**src/rtl/gray_seq_gen.sv**
```systemverilog
// gray_seq_gen: Gray-code sequence generator with valid/ready output; optional up/down via GRAY_DIR_EN
module gray_seq_gen #(
  parameter int N = 8
) (
  input  logic         clk,
  input  logic         rst,
  input  logic         start,
  input  logic [N-1:0] start_val,
  input  logic         stop,
`ifdef GRAY_DIR_EN
  input  logic         dir,
`endif
  input  logic         out_ready,
  output logic [N-1:0] gray_out,
  output logic         out_valid,
  output logic         wrap,
  output logic         busy
);
  localparam logic [1:0] IDLE = 2'd0;
  localparam logic [1:0] RUN  = 2'd1;
  localparam logic [1:0] LAST = 2'd2;
  logic [1:0]   state;
  logic [N-1:0] bin;
  logic [N-1:0] bin_nxt;
  logic         down;
  logic         xfer;
  logic         term;
`ifdef GRAY_DIR_EN
  assign down = dir;
`else
  assign down = 1'b0;
`endif
  assign out_valid = (state != IDLE);
  assign busy      = (state != IDLE);
  // next count and terminal-value detection, both following the direction sampled at the transfer
  always_comb begin
    xfer    = out_valid && out_ready;
    bin_nxt = down ? bin - 1'b1 : bin + 1'b1;
    term    = down ? (bin == '0) : (bin == '1);
  end
  // sequence FSM; gray_out is registered alongside bin so outputs never see inputs combinationally
  always_ff @(posedge clk) begin
    if (rst) begin
      state    <= IDLE;
      bin      <= '0;
      gray_out <= '0;
      wrap     <= 1'b0;
    end else begin
      wrap <= xfer && term;
      case (state)
        IDLE: if (start) begin
          state    <= RUN;
          bin      <= start_val;
          gray_out <= start_val ^ (start_val >> 1);
        end
        RUN: if (xfer && stop) state <= IDLE;
        else if (xfer) begin
          bin      <= bin_nxt;
          gray_out <= bin_nxt ^ (bin_nxt >> 1);
        end else if (stop) state <= LAST;
        LAST: if (xfer) state <= IDLE;
        default: state <= IDLE;
      endcase
    end
  end
endmodule

```
**config.mk**
```make
export PLATFORM = sky130hd
export DESIGN_NAME = gray_seq_gen
export DESIGN_NICKNAME = d
export VERILOG_FILES = /design/src/rtl/gray_seq_gen.sv
export SDC_FILE = /design/constraint.sdc
export NUM_CORES = 1
export LEC_CHECK = 0
export ABC_AREA = 1
export CORE_MARGIN = 2
export CORE_UTILIZATION = 35
export CTS_CLUSTER_DIAMETER = 40
export CTS_CLUSTER_SIZE = 16
export DETAILED_ROUTE_END_ITERATION = 10
export PLACE_DENSITY = 0.68
export SYNTH_ARGS = -nofsm -noshare
export SYNTH_HDL_FRONTEND = slang
export SYNTH_SLANG_ARGS = --single-unit
```
**constraint.sdc**
```tcl
create_clock -name clk -period 1.65 [get_ports clk]
set_input_delay 0.33 -clock clk [delete_from_list [all_inputs] [get_ports clk]]
set_output_delay 0.33 -clock clk [all_outputs]
set_load 0.1 [all_outputs]
```
* Word level (Yosys, flattened, before mapping)
Index checks and enable logic that the tools add are counted.
Storage, ports and cells: bits of input ports 13, flip-flop bits (word level) 19, output and inout bits 11, ROM bits 0, memory bits (writable) 0, bits in latches 0, memories kept 0
Cells by class: divide/modulo/power cells 0, order comparisons 0, shift-type cells 0, mux-type cells 14, equality and inequality tests 9, reduce and logical (&&, ||, !) cells 8, $add $sub $neg 1, bitwise logic cells 2, $mul 0
Operator list (count):
- two-way mux 8 bit | 6
- case mux 8 bit (2 select lines) | 2
- XOR 8 x 7 -> 8 bit | 2
- two-way mux 2 bit | 5
- adder 8 x 1 -> 8 bit (second input constant) | 1
- equality test 8 bit (second input constant) | 1
- != test 2 bit (second input constant) | 4
- AND reduction 4 bit | 2
- != test 3 bit (second input constant) | 2
- case mux 2 bit (3 select lines) | 1
- nonzero test 2 bit | 2
- logical AND 1 bit | 3
- equality test 2 x 1 -> 1 bit (second input constant) | 1
- equality test 2 bit (second input constant) | 1
- logical NOT 2 bit | 1

* Depth between registers and ports, before layout
Gate-level depths: netlist (run 1).
depth after elaboration 5, mapped depth 10

* Worst setup path after synthesis (run 1)
OpenSTA, ideal clock, no wires.
path type reg2out, from reg state[1], to out out_valid, path buffers 1, stages on the path, launching flop included 4, required time 1320 ps, arrival 1505 ps, path slack -185 ps, cell sequence dfxtp_1 -> nor2_2 -> inv_1 -> buf_4
Between the ends: cells in the longest elaborated chain, start to end 1
Ends and longest elaborated chain:
- from (decl) | RTL line 22 | logic [1:0] state;
- from (signal assigned) | RTL line 44 | state <= IDLE;
- from (signal assigned) | RTL line 52 | state <= RUN;
- from (signal assigned) | RTL line 56 | RUN: if (xfer && stop) state <= IDLE;
- nonzero test 2 bit
- to (decl) | RTL line 15 | output logic out_valid,
No other way between the ends.

* Final worst setup path (run 1)
from reg state[0], to out out_valid
Between the ends: cells in the longest elaborated chain, start to end 1
Ends and longest elaborated chain:
- nonzero test 2 bit | RTL line 33 | assign out_valid = (state != IDLE);
No other way between the ends.

==> results of run 1 <==
worst max path at each step:
stage               cells after the start  slack, ns  startpoint     endpoint
CTS                                     3       0.09    state[0]         busy
detailed placement                      8       0.06   out_ready       bin[3]
global route                            8       0.03      bin[0]  gray_out[1]
floorplan                               3       0.02    state[0]    out_valid
finish                                  3       0.11    state[0]    out_valid
global placement                        7       0.05   out_ready  gray_out[1]
state kept, by name (all words and copies together) (netlist names):
register	count
gray_out	7
state	2
wrap	1
bin	8
logic make-up (layout without fill, tap and decap cells):
family | after synthesis | in the layout | synth area share [%]
AO/OA/AOI/OAI | 42 | 42 | 18.4
XOR/XNOR | 3 | 3 | 2.20
adder cells (fa/ha/maj) | 2 | 2 | 2.10
buffers and inverters | 31 | 54 | 12.7
flip-flops | 18 | 18 | 30.2
AND/OR/NAND/NOR | 92 | 92 | 34.4
cell type report:
class	count	area, um^2	share of cell area [%]
Tap cell	46	57.6	3.58
Sequential cell	18	360	22.4
Multi-Input combinational cell	139	687	42.7
Clock buffer	4	36.3	2.26
Inverter	22	88.8	5.53
Timing Repair Buffer	28	378	23.5
cells in the mapped netlist (2+ instances only):
cell,count
sky130_fd_sc_hd__nor2_1,25
sky130_fd_sc_hd__xor2_1,3
sky130_fd_sc_hd__buf_6,2
sky130_fd_sc_hd__o21ai_0,11
sky130_fd_sc_hd__nand2_2,4
sky130_fd_sc_hd__nand3_1,19
sky130_fd_sc_hd__ha_1,2
sky130_fd_sc_hd__nand4_1,3
sky130_fd_sc_hd__o21ai_1,7
sky130_fd_sc_hd__inv_1,20
sky130_fd_sc_hd__buf_4,4
sky130_fd_sc_hd__dfxtp_1,18
sky130_fd_sc_hd__o22ai_1,2
sky130_fd_sc_hd__a21oi_1,20
sky130_fd_sc_hd__nand2_1,35
stage by stage:
stage | util [%] | area (um^2) | setup slack [ns]
after floorplan | - | 1210 | 0.0187
after global routing | 48.6 | 1610 | 0.0305
final | 48.6 | 1610 | 0.113
after global placement | 47.5 | 1570 | 0.0513
after CTS | 48.6 | 1610 | 0.0945
after detailed placement | 47.5 | 1570 | 0.0564
power breakdown:
| part | switching (W) | internal (W) |
|---|---|---|
| clock network | 0.000162 | 0.000135 |
| registers | 0.0000593 | 0.000478 |
| logic | 0.000370 | 0.000216 |
| total | 0.000591 | 0.000829 |
critical path: stages (launching register included):
cell,delay [ns]
sky130_fd_sc_hd__dfxtp_1,0.38
sky130_fd_sc_hd__nor2_4,0.18
sky130_fd_sc_hd__clkinvlp_4,0.16
sky130_fd_sc_hd__buf_12,0.19
cell usage in the layout, fill, tap and decap left out, types with 2 or more instances in the layout:
cell type and count:
sky130_fd_sc_hd__nand2_1 35, sky130_fd_sc_hd__nor2_1 25, sky130_fd_sc_hd__a21oi_1 20, sky130_fd_sc_hd__inv_1 19, sky130_fd_sc_hd__nand3_1 19, sky130_fd_sc_hd__dfxtp_1 18
sky130_fd_sc_hd__clkdlybuf4s50_1 12, sky130_fd_sc_hd__o21ai_0 11, sky130_fd_sc_hd__buf_12 11, sky130_fd_sc_hd__o21ai_1 7, sky130_fd_sc_hd__buf_4 5, sky130_fd_sc_hd__nand2_2 4
sky130_fd_sc_hd__xor2_1 3, sky130_fd_sc_hd__nand4_1 3, sky130_fd_sc_hd__clkbuf_4 3, sky130_fd_sc_hd__nor2_4 2, sky130_fd_sc_hd__o22ai_1 2, sky130_fd_sc_hd__ha_1 2
metal layers:
layer	GRT usage, %	vias to the layer above	share of wire [%]
met4	4.72	0	1.4
met5	0	-	0
li1	-	667	-
met3	3.60	6	4.5
met2	26.2	28	48
met1	19.9	565	46
==> impl_summary.md, run 1 <==
Placement
The number of buffers inserted by port buffering is 23. Once placement completed, the tool counted placed cells totaling 253. The final estimated routing congestion in global placement is 0.827. The HPWL after detailed placement is 2270 um.

Setup path
The path depth of the worst reg2reg path is 6. The required time reported for the critical path endpoint is 1.32 ns. The launching element type of the critical path is a flip-flop.

The startpoint of the worst-slack reg-to-reg timing path is state[1]. The critical path in this run is classified as reg2out. STA classifies the critical path endpoint as a primary output. Of all nets on the critical path, the largest fanout is 4.

STA puts the critical path data arrival time at 1.21 ns. The worst flop-to-flop path endpoint is bin[0]. The internal reg-to-reg setup slack is 0.23 ns.

Route
Wires add up to 2930 um. Summing over every cut layer, the via total after detailed routing is 1,266. The mean routed wirelength per cell is 11.4 um. The post-route DRC violation count is 0. Before antenna repair, the detailed router went through 4 iterations. After detailed routing, the number of vias per cell comes to 4.93. In this run, the number of DRC markers left after iteration 0 of detailed routing was 47.

Once detail routing completed, the nets flagged for antenna violations numbered 0.

Final layout
The count of filler cells inserted in the layout is 379. From synthesis to final layout, the design area changed by 34.7%. The number of nets in the layout is 227. The fraction of final layout cells with drive strength greater than 1 is 14.7%.

The number of antenna diodes is 0. The filler-free cell count of the finished design is 257.

Clock network
The clock tree from TritonCTS is done. The post-CTS repair timing setup buffer count is 0. The clock-pin slew reported for the worst setup and hold paths after clock tree synthesis is 0.12 ns. For this design, the CTS-stage hold fixing added 0 buffers. The H-tree depth is 1. The worst-skew pair later-pin latency is 0.31 ns. The clock passes through at most 2 buffers. The clock sink count is 18. The cell at the root of the clock tree is sky130_fd_sc_hd__clkbuf_4. The number of CTS-inserted buffers is 3. Once the clock tree was built, the resizer swapped 0 gates to a different size.

STA
The minimum clock period is 1.54 ns. The share of the clock period used by the worst path after layout is 93.1%. Setup repair after global routing left no endpoint under its margin. The max-slew violation count came to 0. The largest clock skew in the final design is 0.00827 ns. The worst max-slew margin expressed relative to the limit is 73.1%. The achievable clock frequency is 0.651 GHz. The worst hold margin is 0.563 ns. The final-report hold violation count is 0. The number of failing setup endpoints in the final timing report is 0. After routing, the total negative slack on setup checks comes to 0 ns.

For the pin with the worst max-slew slack, the measured transition is 0.404 ns.

Logic synthesis
The mean instance size in the synthesized netlist is 6.35 um^2. The post-synthesis instance total is 188. In the synthesized netlist the async set-or-reset flop fraction comes to 0%.

The count of distinct cell types in the synthesized netlist is 28. The number of synthesized flops with an enable pin is 0. Of the post-synthesis cell area, the dominant cell type holds 30.2%. Among all flip-flop cells after synthesis, the most frequent one is sky130_fd_sc_hd__dfxtp_1. After synthesis, the cell types taking the most area are sky130_fd_sc_hd__dfxtp_1 30%, sky130_fd_sc_hd__nand2_1 11%, sky130_fd_sc_hd__a21oi_1 8.4%. The number of nets handed over by synthesis was 203. The leading area contributor after synthesis is sky130_fd_sc_hd__dfxtp_1. The flip-flop and latch count after synthesis is 18. The warning count from the yosys run is 0. After synthesis the cells add up to 0.00119 mm^2. The part of the Yosys area used for sequential elements is 30.2%.

Worst hold path
The class of the tightest hold or removal check is reg2reg. The number of cells on the worst hold path is 2. The worst hold path terminates at gray_out[6]. The startpoint identified for the worst hold timing path is gray_out[6].

Global route
The maximum number of pins on one net before global-route repair is 17. The via count of the first global-routing pass is 1,101. For this run, the total global-route usage over all layers was measured as 15.6%.

The global-route wire length before repair is 4890 um. The sum of overflow across all layers after global routing is 0. The initial antenna violation count is 0.

Power
The total design power is 0.00142 W. The worst-case IR drop observed on VDD is 616 uV. In this run the power density over the cells is 883 mW/mm^2. The leakage power is 0.708 nW.

Outcome
The run finished with clean final reports.

Floorplanning
For this configuration, the core starts out at a cell density of 36.1%. The height of the die is 62.4 um. The area of the core is 0.00331 mm^2. The initialized floorplan defines 21 standard-cell rows.

The overall die area is 0.00389 mm^2. The width of the chip is 62.4 um. During I/O placement, the number of pins put on the boundary was 24.

Job
The tool flagged a number of max-cap violations equal to 0.
Power figures use the tool's default switching activity.
==> inputs of run 2 (changes only) <==
- CORE_MARGIN: 2 -> default
==> run 2 against run 1 <==
Compared with the run above: first-iteration DRC count rose by 45%; combinational power rose by 0.7%; non-clock buffer count shrank 1; highest routed layer unchanged; die area is 6.3% lower; cell count decreased by 1.6%; hold slack gained 0.0084 ns; total power shrank 5.1%.
==> impl_summary.md, run 2 (synthesis results as in run 1) <==
Setup path
The worst setup path is of the reg2out kind. The launching element type of the critical path is a flip-flop. The slowest stage cell on the critical path is sky130_fd_sc_hd__dfxtp_1.

The largest fanout on the critical path is 4 (unchanged). The required time reported for the critical path endpoint was 1.32 ns (about the same). The signal on the critical path passes through nor2_4 -> clkinvlp_4 -> buf_12. The arrival time of the worst setup path is 1.19 ns (-0.02 ns). The largest stage delay on the critical path is 0.37 ns (about the same).

The internal reg-to-reg setup slack came to 0.22 ns (about the same). The type of element capturing the critical path is a primary output.

Power
The share of total power in the clock network is 16.3% (-4.6 points). The total design power came to 0.00135 W (-5.1%). The leakage power came to 0.701 nW (-0.90%). The net load switching power is 0.000566 W (-4.2%). The power density relative to cell area is 844 mW/mm^2 (-4.4%). The fraction of power consumed by combinational cells is 43.9% (+2.6 points). The part of the total power dissipated in sequential elements is 39.8% (+2.0 points). The maximum vdd drop is 393 uV (-36%). The switching share of power came to 42.0% (+0.36 points). The internal power consumption was 0.000782 W (-5.7%).

Floorplanning
The number of placement rows is 20 (-4.8%). The initial core utilization is 37.9% (+1.8 points). The width of the chip is 60.4 um (-3.2%). The count of pins on the block boundary is 24 (unchanged). The overall die area was 0.00365 mm^2 (-6.3%).

The height of the die is 60.4 um (-3.2%). The area of the core is 0.00315 mm^2 (-4.8%).

STA
The largest clock skew in the final design was 0.00424 ns (-0.00404 ns). The share of the clock period used by the worst path after layout is 92.2% (-0.90 points). The slew at the pin closest to its max-slew limit was 0.376 ns (-0.0274 ns). The aggregate negative setup slack came to 0 ns (unchanged).

The minimum clock period is 1.52 ns (-0.0149 ns). The max-slew violation count is 0 (unchanged). The worst max-slew margin expressed relative to the limit is 74.9% (+1.8 points). The final-report hold violation count is 0 (unchanged). Setup repair after global routing left no endpoint under its margin. The achievable clock frequency is 0.657 GHz (+0.98%). The number of failing setup endpoints in the final timing report is 0 (unchanged).

Route
The via count is 1,249 (-1.3%). The count of routing violations after the opening detailed-route iteration is 68 (+45%). The post-route DRC violation count is 0 (unchanged). The mean routed wirelength per cell is 11.3 um (-1.1%).

The count of antenna-violating nets left after detailed routing was 0 (unchanged). The total length of routed wires is 2850 um (-2.6%). The post-detailed-route via-to-cell ratio is 4.94 (+0.22%). The length of the first detailed-routing pass in iterations is 4 (unchanged).

Placement
The HPWL after detailed placement is 2240 um (-1.6%). The final estimated routing congestion in global placement is 0.856 (+3.4%). The number of buffers inserted by port buffering was 23 (unchanged).

Final layout
The largest registers in the layout are bin (8), gray_out (7), state (2). The fraction of final layout cells with drive strength greater than 1 is 13.9% (-0.82 points). The register with the most flip-flops in the final layout is bin.

The number of flip-flops under the largest register name was 8 (unchanged). The leading cell type in the layout, fill and taps excluded is sky130_fd_sc_hd__nand2_1. The synthesis-to-layout area growth is 33.8%. The number of nets in the layout is 226 (-0.44%). The number of antenna diodes is 0 (unchanged). In the layout the commonest cells are 35 x sky130_fd_sc_hd__nand2_1, 25 x sky130_fd_sc_hd__nor2_1, 20 x sky130_fd_sc_hd__a21oi_1.

Clock network
The number of instances resized during post-cts repair was 0 (unchanged). The cell at the root of the clock tree is sky130_fd_sc_hd__clkbuf_4. The number of CTS-inserted buffers is 3 (unchanged). The clock sink count was 18 (unchanged).

The count of hold buffers inserted by post-cts repair is 0 (unchanged). The post-CTS repair timing setup buffer count is 0 (unchanged). The H-tree depth came to 1 (unchanged). TritonCTS built the clock tree. The worst-skew pair later-pin latency is 0.29 ns (-0.02 ns). The number of buffers between clock root and the deepest sink is 2 (unchanged). The clock-pin slew reported for the worst setup and hold paths after clock tree synthesis is 0.10 ns (-0.02 ns).

Job
The max-capacitance violation count was 0 (unchanged).

Worst hold path
The class of the tightest hold or removal check is reg2reg.

Global route
The via count of the first global-routing pass came to 1,074 (-2.5%). The sum of overflow across all layers after global routing is 0 (unchanged). The initial antenna violation count is 0 (unchanged).

The maximum number of pins on one net before global-route repair was 17 (unchanged). The global-route wire length before repair was 4540 um (-7.2%). The total global routing track utilization is 16.5% (+0.84 points).

Outcome
The run finished with clean final reports.
-- run 2: power groups by stage --
stage,sequential (W),combinational [W],clock [W]
after floorplan,0.000654,0.000288,0
after global placement,0.000547,0.000588,0
after detailed placement,0.000547,0.000590,0
after CTS,0.000537,0.000592,0.000227
after global routing,0.000543,0.000631,0.000238
final,0.000537,0.000591,0.000220
-- run 2: stage by stage --
stage | instance area, um^2 | hold slack, ns | utilization (%) | setup slack [ns] | cells
finish | 1600 | 0.571 | 50.6 | 0.128 | 253
global route | 1600 | 0.599 | 50.6 | 0.0619 | 253
floorplan | 1210 | 0.399 | - | 0.0187 | 188
global placement | 1570 | 0.548 | 49.9 | 0.0658 | 250
detailed placement | 1570 | 0.557 | 49.9 | 0.0390 | 250
CTS | 1600 | 0.574 | 50.6 | 0.109 | 253
-- run 2: worst paths after layout --
check	startpoint	to	depth (start not counted)
setup reg to reg	bin[0]	gray_out[1]	8
setup / recovery	state[0]	busy	3
hold reg to reg	gray_out[6]	gray_out[6]	2
hold / removal	gray_out[6]	gray_out[6]	2
-- run 2: layer usage --
layer  global-route usage (%)  wire [um]  vias to the layer above
met1                     23.0       1360                      547
met2                     26.1       1350                       41
met4                     3.65          7                        0
li1                         -          -                      659
met5                        0          0                        -
met3                     3.41        137                        2
-- run 2: layout make-up --
type | instances | area [um^2]
multi-input cells | 139 | 687
fillers | 344 | 1560
flip-flops and latches | 18 | 360
clock buffers | 3 | 22.5
repair buffers | 27 | 383
well taps | 44 | 55.1
inverters | 22 | 88.8
-- run 2: critical path, delay by kind of cell (launching register included) --
| kind | cells | cell delay (ns) |
|---|---|---|
| DFF | 1 | 0.37 |
| buffers and inverters | 2 | 0.34 |
| and+or+nand+nor | 1 | 0.18 |
==> inputs of run 3 (changes only) <==
- CTS_CLUSTER_DIAMETER: 40 -> 80
==> results of run 3 <==
Same layout as run 2: the final DEF is identical, and so are final timing and power.
